### src/rtl/if_fetch_unit.sv
// Instruction-fetch stage: owns the PC, drives the instruction ROM and loads the IF/ID register.
// Define IF_DELAY_SLOT_EN to let the delay-slot instruction through on a taken redirect.
module if_fetch_unit #(
  parameter int unsigned          ADDR_W   = 32,
  parameter int unsigned          DATA_W   = 32,
  parameter logic [ADDR_W-1:0]    RESET_PC = 32'h0000_0000
) (
  input  logic              clk,
  input  logic              rst_n,
  input  logic              stall_if,
  input  logic              stall_id,
  input  logic              flush,
  input  logic [ADDR_W-1:0] new_pc,
  input  logic              branch_flag,
  input  logic [ADDR_W-1:0] branch_target,
  output logic              rom_ce,
  output logic [ADDR_W-1:0] rom_addr,
  input  logic [DATA_W-1:0] rom_inst,
  output logic [ADDR_W-1:0] id_pc,
  output logic [DATA_W-1:0] id_inst,
  output logic              id_valid,
  output logic              id_adel
);

  logic              rom_ce_q, rom_ce_d;
  logic [ADDR_W-1:0] pc_q, pc_d;
  logic              pend_v_q, pend_v_d;
  logic [ADDR_W-1:0] pend_pc_q, pend_pc_d;
  logic [ADDR_W-1:0] id_pc_q, id_pc_d;
  logic [DATA_W-1:0] id_inst_q, id_inst_d;
  logic              id_valid_q, id_valid_d;
  logic              id_adel_q, id_adel_d;
  logic              redirect;
  logic              squash;
  logic              misaligned;

  assign misaligned = |pc_q[1:0];

`ifdef IF_DELAY_SLOT_EN
  assign squash = 1'b0;
`else
  assign squash = redirect;
`endif

  always_comb begin
    rom_ce_d   = 1'b1;
    pc_d       = pc_q;
    pend_v_d   = pend_v_q;
    pend_pc_d  = pend_pc_q;
    id_pc_d    = id_pc_q;
    id_inst_d  = id_inst_q;
    id_valid_d = id_valid_q;
    id_adel_d  = id_adel_q;
    redirect   = 1'b0;

    if (!rom_ce_q) begin
      // first edge out of reset only enables the ROM; nothing has been fetched yet
      id_pc_d    = '0;
      id_inst_d  = '0;
      id_valid_d = 1'b0;
      id_adel_d  = 1'b0;
    end else if (flush) begin
      pc_d       = new_pc;
      pend_v_d   = 1'b0;
      id_pc_d    = '0;
      id_inst_d  = '0;
      id_valid_d = 1'b0;
      id_adel_d  = 1'b0;
    end else begin
      if (stall_if) begin
        if (branch_flag) begin
          pend_v_d  = 1'b1;
          pend_pc_d = branch_target;
        end
      end else if (branch_flag) begin
        pc_d     = branch_target;
        pend_v_d = 1'b0;
        redirect = 1'b1;
      end else if (pend_v_q) begin
        pc_d     = pend_pc_q;
        pend_v_d = 1'b0;
        redirect = 1'b1;
      end else begin
        pc_d = pc_q + ADDR_W'(4);
      end

      if (stall_id) begin
        id_pc_d = id_pc_q;
      end else if (stall_if || squash) begin
        id_pc_d    = '0;
        id_inst_d  = '0;
        id_valid_d = 1'b0;
        id_adel_d  = 1'b0;
      end else begin
        id_pc_d    = pc_q;
        id_inst_d  = misaligned ? '0 : rom_inst;
        id_valid_d = 1'b1;
        id_adel_d  = misaligned;
      end
    end
  end

  always_ff @(posedge clk or negedge rst_n) begin
    if (!rst_n) begin
      rom_ce_q   <= 1'b0;
      pc_q       <= RESET_PC;
      pend_v_q   <= 1'b0;
      pend_pc_q  <= '0;
      id_pc_q    <= '0;
      id_inst_q  <= '0;
      id_valid_q <= 1'b0;
      id_adel_q  <= 1'b0;
    end else begin
      rom_ce_q   <= rom_ce_d;
      pc_q       <= pc_d;
      pend_v_q   <= pend_v_d;
      pend_pc_q  <= pend_pc_d;
      id_pc_q    <= id_pc_d;
      id_inst_q  <= id_inst_d;
      id_valid_q <= id_valid_d;
      id_adel_q  <= id_adel_d;
    end
  end

  assign rom_ce   = rom_ce_q;
  assign rom_addr = pc_q;
  assign id_pc    = id_pc_q;
  assign id_inst  = id_inst_q;
  assign id_valid = id_valid_q;
  assign id_adel  = id_adel_q;

endmodule

### config.mk
export PLATFORM = sky130hd
export DESIGN_NAME = if_fetch_unit
export DESIGN_NICKNAME = d
export VERILOG_FILES = /design/src/rtl/if_fetch_unit.sv
export SDC_FILE = /design/constraint.sdc
export NUM_CORES = 1
export LEC_CHECK = 0
export BUFFER_PORTS_ARGS = -buffer_cell sky130_fd_sc_hd__buf_2
export CORE_MARGIN = 2
export CORE_UTILIZATION = 50
export DETAILED_ROUTE_END_ITERATION = 10
export HOLD_SLACK_MARGIN = 0.12
export PLACE_DENSITY = 0.86
export SLEW_MARGIN = 25
export SYNTH_ARGS = -nofsm -noshare
export SYNTH_HDL_FRONTEND = slang
export SYNTH_SLANG_ARGS = --single-unit
### constraint.sdc
create_clock -name clk -period 2.4 [get_ports clk]
set_input_delay 0.12 -clock clk [delete_from_list [all_inputs] [get_ports clk]]
set_output_delay 0.12 -clock clk [all_outputs]
set_load 0.02 [all_outputs]
==> qor.txt, run 1 <==
outcome = finished, final reports clean
VDD IR-drop max = 0.5720 mV
total of max-cap violations = 0
Post-DP HPWL = 13740 µm
Buf/Inv on CP = 0
total global-route track usage = 32.46%
Worst-Margin Slew = 0.8969 ns
dominant cell type by area after synthesis = dfrtp_1
setup TNS = 0 ns
Post-CTS Setup Repair Bufs = 0
worst reg2reg setup slack = 0.19 ns
leakage power = 4.257 nW
Top Family by Delay on Critical Path = simple AND/OR/NAND/NOR gates
final setup violating endpoints = 0
crit-path max FO = 7
reg2reg start = rom_addr[2]
I/O Pins = 201
combinational share of power = 17.8%
Psw = 1.930 mW
Final period util = 91.90%
EDFF count, synth = 0
critical path endpoint category = flip-flop
gpl congestion = 0.9049
Hold Violations, Final = 0
CTS tree = done
fillers = 781
worst path cell trace = ha_1 -> nand4_1 -> or2_2 -> nor3_1 -> a31oi_1 -> a211o_1
antenna-violating nets left = 0
Cells on Worst Hold Path = 3
1st-iter DRT viols = 635
# port buffers = 200
diode count = 0
max incr delay on CP = 0.45 ns
initial antenna violation count = 0
area of the multi-input gates = 0.002730 mm²
Critical Path Start Type = flip-flop
latest clock arrival within the worst-skew pair = 0.42 ns
Syn Nets = 671
Slew Viols, Final = 0
die area = 0.01335 mm²
reg2reg end = rom_addr[28]
Ys Warns = 0
largest net degree at the start of global routing = 67
die height = 115.5 µm
Sequential Area = 0.003303 mm²
r2r worst-path depth = 6
final std cells w/o fill = 1030
CTS root buffer = clkbuf_16
Util after Layout = 74.41%
Hold WC Path Type = primary input to flip-flop
Num CTS Buffers = 17
DRC Markers = 0
Post-Syn Area = 0.006221 mm²
area grow syn2layout = 44.27%
worst hold path endpoint = rom_addr[17]
first-pass GRT wire length = 33060 µm
post-DR vias/cell = 6.192
crit path time final = 2.206 ns
Mapped Avg Cell Area = 10.95 µm²
FP Rows = 40
fraction of layout cells with a size suffix above 1 = 34.22%
Netlist cell types = 56
Sw Ratio = 28.83%
register share of total power = 40.6%
Placeable Area = 0.01206 mm²
first-pass detailed-route iteration total = 6
sequential element share of the synthesized area = 53.10%
Die Width = 115.5 µm
via count = 6378
effective utilization at floorplan = 51.58%
Slowest-stage cell, CP = dfrtp_1
CP Class = flip-flop to flip-flop
pwr dens = 745.7 mW/mm²
unrepaired setup endpoints after global routing = false
top cells by area, synth = dfrtp_1 (53%), a22o_1 (9.0%), mux2_2 (5.8%)
final clock skew = 0.009135 ns
clock slew seen by the registers of the worst setup and hold paths = 0.06 ns
drt wl/cell = 20.91 µm
vias in the first global route = 6215
residual overflow from global routing = 0
Mapped Cells = 568
clock buffer depth = 2
Max Freq = 0.4534 GHz
Cells after DPL = 909
final worst setup slack = 0.1945 ns
Post-Place Setup Slack = 0.2644 ns
CTS Sinks = 132
Min Hold Slack = 0.1516 ns
Final nets = 952
Post-synth ARST share = 100.0%
Total Routed Length = 21540 µm
Primary FF master, synth = dfrtp_1
clock power share = 41.6%
Internal Power = 4.763 mW
post-synth top area share = 53.10%
max-slew headroom at the worst pin = 39.95%
hold_sp = new_pc[17]
CP arrival = 2.50 ns
H-tree Lvls = 4
Synth Register Bits = 132
Critical Path RT = 2.70 ns
[synth_stat cells, types with 2 or more instances]
cell	number
and3_1	2
a21oi_1	9
a31o_2	3
a32oi_1	2
nor3_1	16
a311oi_1	2
mux2_2	32
nor4_1	5
a22o_1	64
nand2_1	33
nand3_1	14
a221o_1	6
and2_1	3
nor2b_1	8
nor3b_1	5
a211o_1	4
o311ai_0	2
o41ai_1	4
o211ai_1	7
nor2_1	31
nand2b_1	12
a221oi_1	18
a22oi_1	4
dfrtp_1	132
or3_1	6
a31oi_1	7
buf_1	3
nand4_1	10
clkbuf_1	39
buf_2	5
o31ai_1	11
mux2i_1	3
inv_1	5
a32o_1	8
o21ai_0	32
[cell families (layout without fill, tap and decap cells)]
group,Yosys count,in the layout,synth area share [%]
AND/OR/NAND/NOR,153,153,12.79
buffers and inverters,52,346,3.238
multiplexers,35,35,6.275
XOR/XNOR,2,2,0.2816
adder cells (fa/ha/maj),1,1,0.2011
AO/OA/AOI/OAI,192,192,24.05
flip-flops,132,132,53.10
other,1,1,0.06028
[how the worst max path moves through the flow]
| stage | from | end | slack (ns) | depth (start not counted) |
|---|---|---|---|---|
| final | rom_addr[2] | rom_addr[28] | 0.19 | 6 |
| after global routing | rom_addr[2] | rom_addr[28] | 0.09 | 6 |
| after CTS | rom_addr[2] | rom_addr[28] | 0.23 | 6 |
| after detailed placement | rom_addr[6] | rom_addr[19] | 0.26 | 5 |
| after global placement | rom_addr[5] | rom_addr[19] | 0.30 | 5 |
| after floorplan | rom_addr[6] | rom_addr[19] | 0.13 | 6 |
[cell usage in the layout (no fill, tap or decap), types with 7 or more instances in the layout]
cell             n
nand2b_1        12
a31oi_1          7
nand2_1         33
o31ai_1         11
nor3_1          16
a21oi_1          9
nor2_1          31
buf_2          199
o211ai_1         7
a32o_1           8
buf_4           18
clkbuf_16       17
nor2b_1          8
dfrtp_1        132
o21ai_0         32
nand4_1         10
mux2_2          32
nand3_1         14
a22o_1          64
dlygate4sd3_1   89
a221oi_1        18
[sequential cells by signal (all words and copies together), names as in the netlist]
register   count
id_adel        1
id_inst       32
rom_ce         1
rom_addr      32
pend_v_q       1
id_pc         32
id_valid       1
pend_pc_q     32
[cell type report]
class                   instances  share of cell area (%)
multi-input cells             384                   30.42
flip-flops and latches        132                   36.80
inverters                       5                  0.2091
clock buffers                  22                   5.507
well taps                     168                   2.342
repair buffers                309                   23.10
clock inverters                10                   1.617
[timing repair]
action,4_1_cts,5_1_grt
hold buffers,89,0
hold endpoints to repair,189,0
gates resized for setup,0,0
[metrics by stage]
step | power, mW | cell area (µm²)
floorplan | 3.293 | 6221
global placement | 3.730 | 7445
detailed placement | 3.788 | 7445
CTS | 6.644 | 8975
global route | 6.928 | 8975
finish | 6.693 | 8975
[worst register-to-register path, cell delays in order (launching register included)]
cell and delay (ns):
dfrtp_1 0.45, ha_1 0.30, nand4_1 0.20, or2_2 0.41, nor3_1 0.25, a31oi_1 0.17
a211o_1 0.30
[per-layer routing]
layer | track usage (%) | wire [µm] | up-vias | share of wire, %
li1 | - | - | 2762 | -
met1 | 41.56 | 8495 | 3098 | 39
met2 | 51.66 | 10010 | 439 | 46
met3 | 8.630 | 2217 | 79 | 10
met4 | 15.26 | 809 | 0 | 3.8
met5 | 0 | 0 | - | 0
[power by group through the flow]
stage / combinational (mW) / sequential (mW) / clock (mW)
6_report: 1.19 / 2.72 / 2.78
5_1_grt: 1.28 / 2.74 / 2.90
4_1_cts: 1.17 / 2.70 / 2.77
3_5_place_dp: 1.05 / 2.74 / 0
3_3_place_gp: 1.02 / 2.71 / 0
2_1_floorplan: 0.488 / 2.81 / 0
Power figures use the tool's default switching activity.
==> run 2, diff against run 1 <==
Settings changed: RECOVER_POWER set to 100.
==> qor.txt, run 2 (same netlist as run 1, synthesis figures left out) <==
outcome = finished, final reports clean
Total Routed Length = 21620 µm
final setup violating endpoints = 0
latest clock arrival within the worst-skew pair = 0.42 ns
worst hold path endpoint = rom_addr[17]
FP Rows = 40
Min Hold Slack = 0.1503 ns
Critical Path Start Type = flip-flop
Post-DP HPWL = 13740 µm
effective utilization at floorplan = 51.58%
post-CTS sizing = 0
initial antenna violation count = 0
final std cells w/o fill = 1030
reg2reg start = rom_ce
Placeable Area = 0.01206 mm²
final clock skew = 0.008299 ns
CP Class = flip-flop to flip-flop
DRC Markers = 0
crit-path max FO = 34
Critical Path RT = 2.70 ns
Num CTS Buffers = 17
die height = 115.5 µm
met3 usage = 8.630%
post-DR vias/cell = 6.112
CP arrival = 2.51 ns
first-pass detailed-route iteration total = 9
total global-route track usage = 32.46%
residual overflow from global routing = 0
total of max-cap violations = 0
# port buffers = 200
Hold-fix buffers, CTS = 89
VDD IR-drop max = 0.5696 mV
reg2reg end = rom_addr[28]
Cells after DPL = 909
unrepaired setup endpoints after global routing = false
CTS Sinks = 132
vias in the first global route = 6215
drt wl/cell = 20.99 µm
area grow syn2layout = 41.57%
pwr dens = 754.8 mW/mm²
Worst-Margin Slew = 1.414 ns
Cells on Worst Hold Path = 3
setup TNS = 0 ns
commonest non-fill, non-tap cells in the layout = dfrtp_1 (132), buf_2 (101), clkbuf_1 (101)
antenna-violating nets left = 0
worst reg2reg setup slack = 0.18 ns
final worst setup slack = 0.1833 ns
Slew Viols, Final = 0
hold_sp = new_pc[17]
max-slew headroom at the worst pin = 5.704%
Die Width = 115.5 µm
Util after Layout = 73.02%
I/O Pins = 201
clock buffer depth = 2
die area = 0.01335 mm²
diode count = 0
1st-iter DRT viols = 709
clock slew seen by the registers of the worst setup and hold paths = 0.06 ns
H-tree Lvls = 4
CTS root buffer = clkbuf_16
Hold WC Path Type = primary input to flip-flop
r2r worst-path depth = 5
Final period util = 92.36%
Post-CTS Setup Repair Bufs = 0
Hold Violations, Final = 0
critical path endpoint category = flip-flop
leakage power = 3.857 nW
Final nets = 952
CTS tree = done
GR Layer Usage met1 = 41.56%
largest net degree at the start of global routing = 67
leading cell type in the layout, fill and taps excluded = dfrtp_1
first-pass GRT wire length = 33060 µm
via count = 6295
GRT Max-Usage Layer = met2
crit path time final = 2.217 ns
GRT met2 Usage = 51.66%
Post-Place Setup Slack = 0.2644 ns
gpl congestion = 0.9049
fraction of layout cells with a size suffix above 1 = 22.04%
Max Freq = 0.4511 GHz
==> run 2: how the worst max path moves through the flow <==
stage / from / endpoint / cells past startpoint
2_1_floorplan: rom_addr[6] / rom_addr[19] / 6
3_3_place_gp: rom_addr[5] / rom_addr[19] / 5
3_5_place_dp: rom_addr[6] / rom_addr[19] / 5
4_1_cts: rom_addr[2] / rom_addr[28] / 6
5_1_grt: rom_ce / rom_addr[28] / 5
6_report: rom_ce / rom_addr[28] / 5
==> run 2: area by class of cell <==
cell class | instances | area (µm²)
clock buffer | 22 | 494.2
clock inverter | 10 | 145.1
fill | 855 | 3254
inverter | 5 | 18.77
multi-input combinational | 384 | 2713
sequential | 132 | 3303
tap | 168 | 210.2
timing repair buffer | 309 | 1923
==> run 2: per-layer routing <==
layer | wire length [µm] | share of wire (%)
met1 | 8668 | 40
met2 | 10020 | 46
met3 | 2111 | 9.8
met4 | 817 | 3.8
met5 | 0 | 0
==> run 2: where the power goes <==
group | leakage, nW | switching [mW] | internal, mW | total (mW)
clock network | 0.297 | 0.996 | 1.78 | 2.77
logic | 1.85 | 0.662 | 0.494 | 1.16
registers | 1.71 | 0.262 | 2.46 | 2.72
==> run 2: through the flow <==
step	power (mW)	area, µm²
after CTS	6.644	8975
after global routing	6.892	8807
after global placement	3.730	7445
final	6.648	8807
after detailed placement	3.788	7445
after floorplan	3.293	6221
==> run 2: worst max-delay path, cell delays in order, from the launching register on <==
cell and delay, ns:
dfrtp_1 0.58, o21ai_0 0.27, clkbuf_2 0.51, o21ai_0 0.33
a31oi_1 0.09, a211o_1 0.30
==> run 3, diff against run 2 <==
==> constraint.sdc (replaced) <==
create_clock -name clk -period 2.4 [get_ports clk]
set_input_delay 0.12 -clock clk [delete_from_list [all_inputs] [get_ports clk]]
set_output_delay 0.12 -clock clk [all_outputs]
set_load 0.01 [all_outputs]
==> qor.txt, run 3 (same netlist as run 1, synthesis figures left out) <==
CP arrival = 2.53 ns
clock buffer depth = 2
worst reg2reg setup slack = 0.18 ns
leading cell type in the layout, fill and taps excluded = dfrtp_1
area of all placed cells without fillers = 0.008805 mm²
combinational share of power = 16.3%
setup TNS = 0 ns
CTS Sinks = 132
Hold WC Path Type = primary input to flip-flop
Hold Violations, Final = 0
residual overflow from global routing = 0
reg2reg end = rom_addr[19]
total of max-cap violations = 0
Final nets = 952
crit-path max FO = 7
via count = 6419
total global-route track usage = 32.46%
H-tree Lvls = 4
clock slew seen by the registers of the worst setup and hold paths = 0.06 ns
max-slew headroom at the worst pin = 5.801%
Buf/Inv on CP = 0
Die Width = 115.5 µm
die height = 115.5 µm
CTS root buffer = clkbuf_16
final std cells w/o fill = 1030
Critical Path End = rom_addr[19]
crit path time final = 2.221 ns
pwr dens = 744.9 mW/mm²
diode count = 0
die area = 0.01335 mm²
worst path cell trace = nand3_1 -> or3_1 -> or4_4 -> a31o_1 -> a32o_1
max incr delay on CP = 0.55 ns
reg2reg start = rom_addr[6]
Post-DP Area = 0.007445 mm²
Post-CTS Setup Repair Bufs = 0
Critical Path RT = 2.71 ns
Placeable Area = 0.01206 mm²
Critical Path Start Type = flip-flop
initial antenna violation count = 0
CTS tree = done
Final period util = 92.53%
Psw = 1.834 mW
Cells after DPL = 909
final setup violating endpoints = 0
antenna-violating nets left = 0
Max Freq = 0.4503 GHz
Total Routed Length = 21600 µm
gpl congestion = 0.9049
crit path from = rom_addr[6]
Sw Ratio = 27.96%
first-pass detailed-route iteration total = 7
DRC Markers = 0
leakage power = 3.856 nW
cell depth of the worst setup path = 5
fraction of layout cells with a size suffix above 1 = 22.04%
area grow syn2layout = 41.53%
vias in the first global route = 6215
commonest non-fill, non-tap cells in the layout = dfrtp_1 (132), buf_2 (102), clkbuf_1 (101)
register share of total power = 41.4%
final clock skew = 0.008242 ns
fillers = 857
Internal Power = 4.724 mW
outcome = finished, final reports clean
clock power share = 42.3%
post-DR vias/cell = 6.232
post-CTS sizing = 0
r2r worst-path depth = 5
drt wl/cell = 20.97 µm
unrepaired setup endpoints after global routing = false
first-pass GRT wire length = 33060 µm
largest net degree at the start of global routing = 67
Top Family by Delay on Critical Path = simple AND/OR/NAND/NOR gates
FP Rows = 40
effective utilization at floorplan = 51.58%
Post-DP HPWL = 13740 µm
Num CTS Buffers = 17
I/O Pins = 201
CP Class = flip-flop to flip-flop
latest clock arrival within the worst-skew pair = 0.42 ns
1st-iter DRT viols = 692
Worst-Margin Slew = 1.413 ns
Slew Viols, Final = 0
critical path endpoint category = flip-flop
# port buffers = 200
VDD IR-drop max = 0.5704 mV
Slowest-stage cell, CP = or4_4
==> run 3: timing repair <==
| item | 4_1_cts | 5_1_grt |
|---|---|---|
| hold buffers | 89 | 0 |
| endpoints found under the hold margin | 189 | 0 |
| setup endpoints to repair | 0 | 0 |
==> run 3: area by class of cell <==
class	instances	area (µm²)	share of cell area [%]
sequential	132	3303	37.52
clock buffer	22	494.2	5.613
clock inverter	10	145.1	1.648
tap	168	210.2	2.387
inverter	5	18.77	0.2132
timing repair buffer	309	1921	21.81
multi-input combinational	384	2713	30.81
==> run 3: worst min-delay path by stage <==
stage / startpoint / end / slack [ns] / cells after the start
2_1_floorplan: rst_n / id_adel / -0.18 / 0
3_3_place_gp: rst_n / id_inst[0] / 0.1 / 1
3_5_place_dp: rst_n / id_inst[0] / 0.11 / 1
4_1_cts: new_pc[17] / rom_addr[17] / 0.13 / 3
5_1_grt: new_pc[17] / rom_addr[17] / 0.17 / 3
6_report: stall_if / rom_addr[0] / 0.16 / 4
==> run 3: power by group through the flow <==
stage	registers [mW]	clock network (mW)	logic (mW)
3_3_place_gp	2.71	0	0.932
6_report	2.72	2.77	1.07
4_1_cts	2.70	2.77	1.08
3_5_place_dp	2.74	0	0.961
2_1_floorplan	2.72	0	0.488
5_1_grt	2.74	2.90	1.15
==> run 3: stage by stage <==
stage               setup slack, ns  utilization (%)  hold slack [ns]  power [mW]
global placement             0.2993            61.72          0.09836       3.643
CTS                          0.2257            74.41           0.1273       6.557
global route                0.04689            73.00           0.1704       6.804
finish                       0.1794            73.00           0.1579       6.558
detailed placement           0.2644            61.72           0.1080       3.701
floorplan                    0.2155                -          -0.1756       3.209
==> run 3: per-layer routing <==
metal	up-vias	GRT usage [%]	share of wire, %
met4	0	15.26	3.9
met5	-	0	0
met3	81	8.630	9.5
met1	3143	41.56	40
li1	2761	-	-
met2	434	51.66	46
==> run 3: worst min-delay path: stages <==
cell     delay (ns)
buf_2          0.13
a32oi_1        0.07
o21ai_0        0.07
a221o_1        0.15
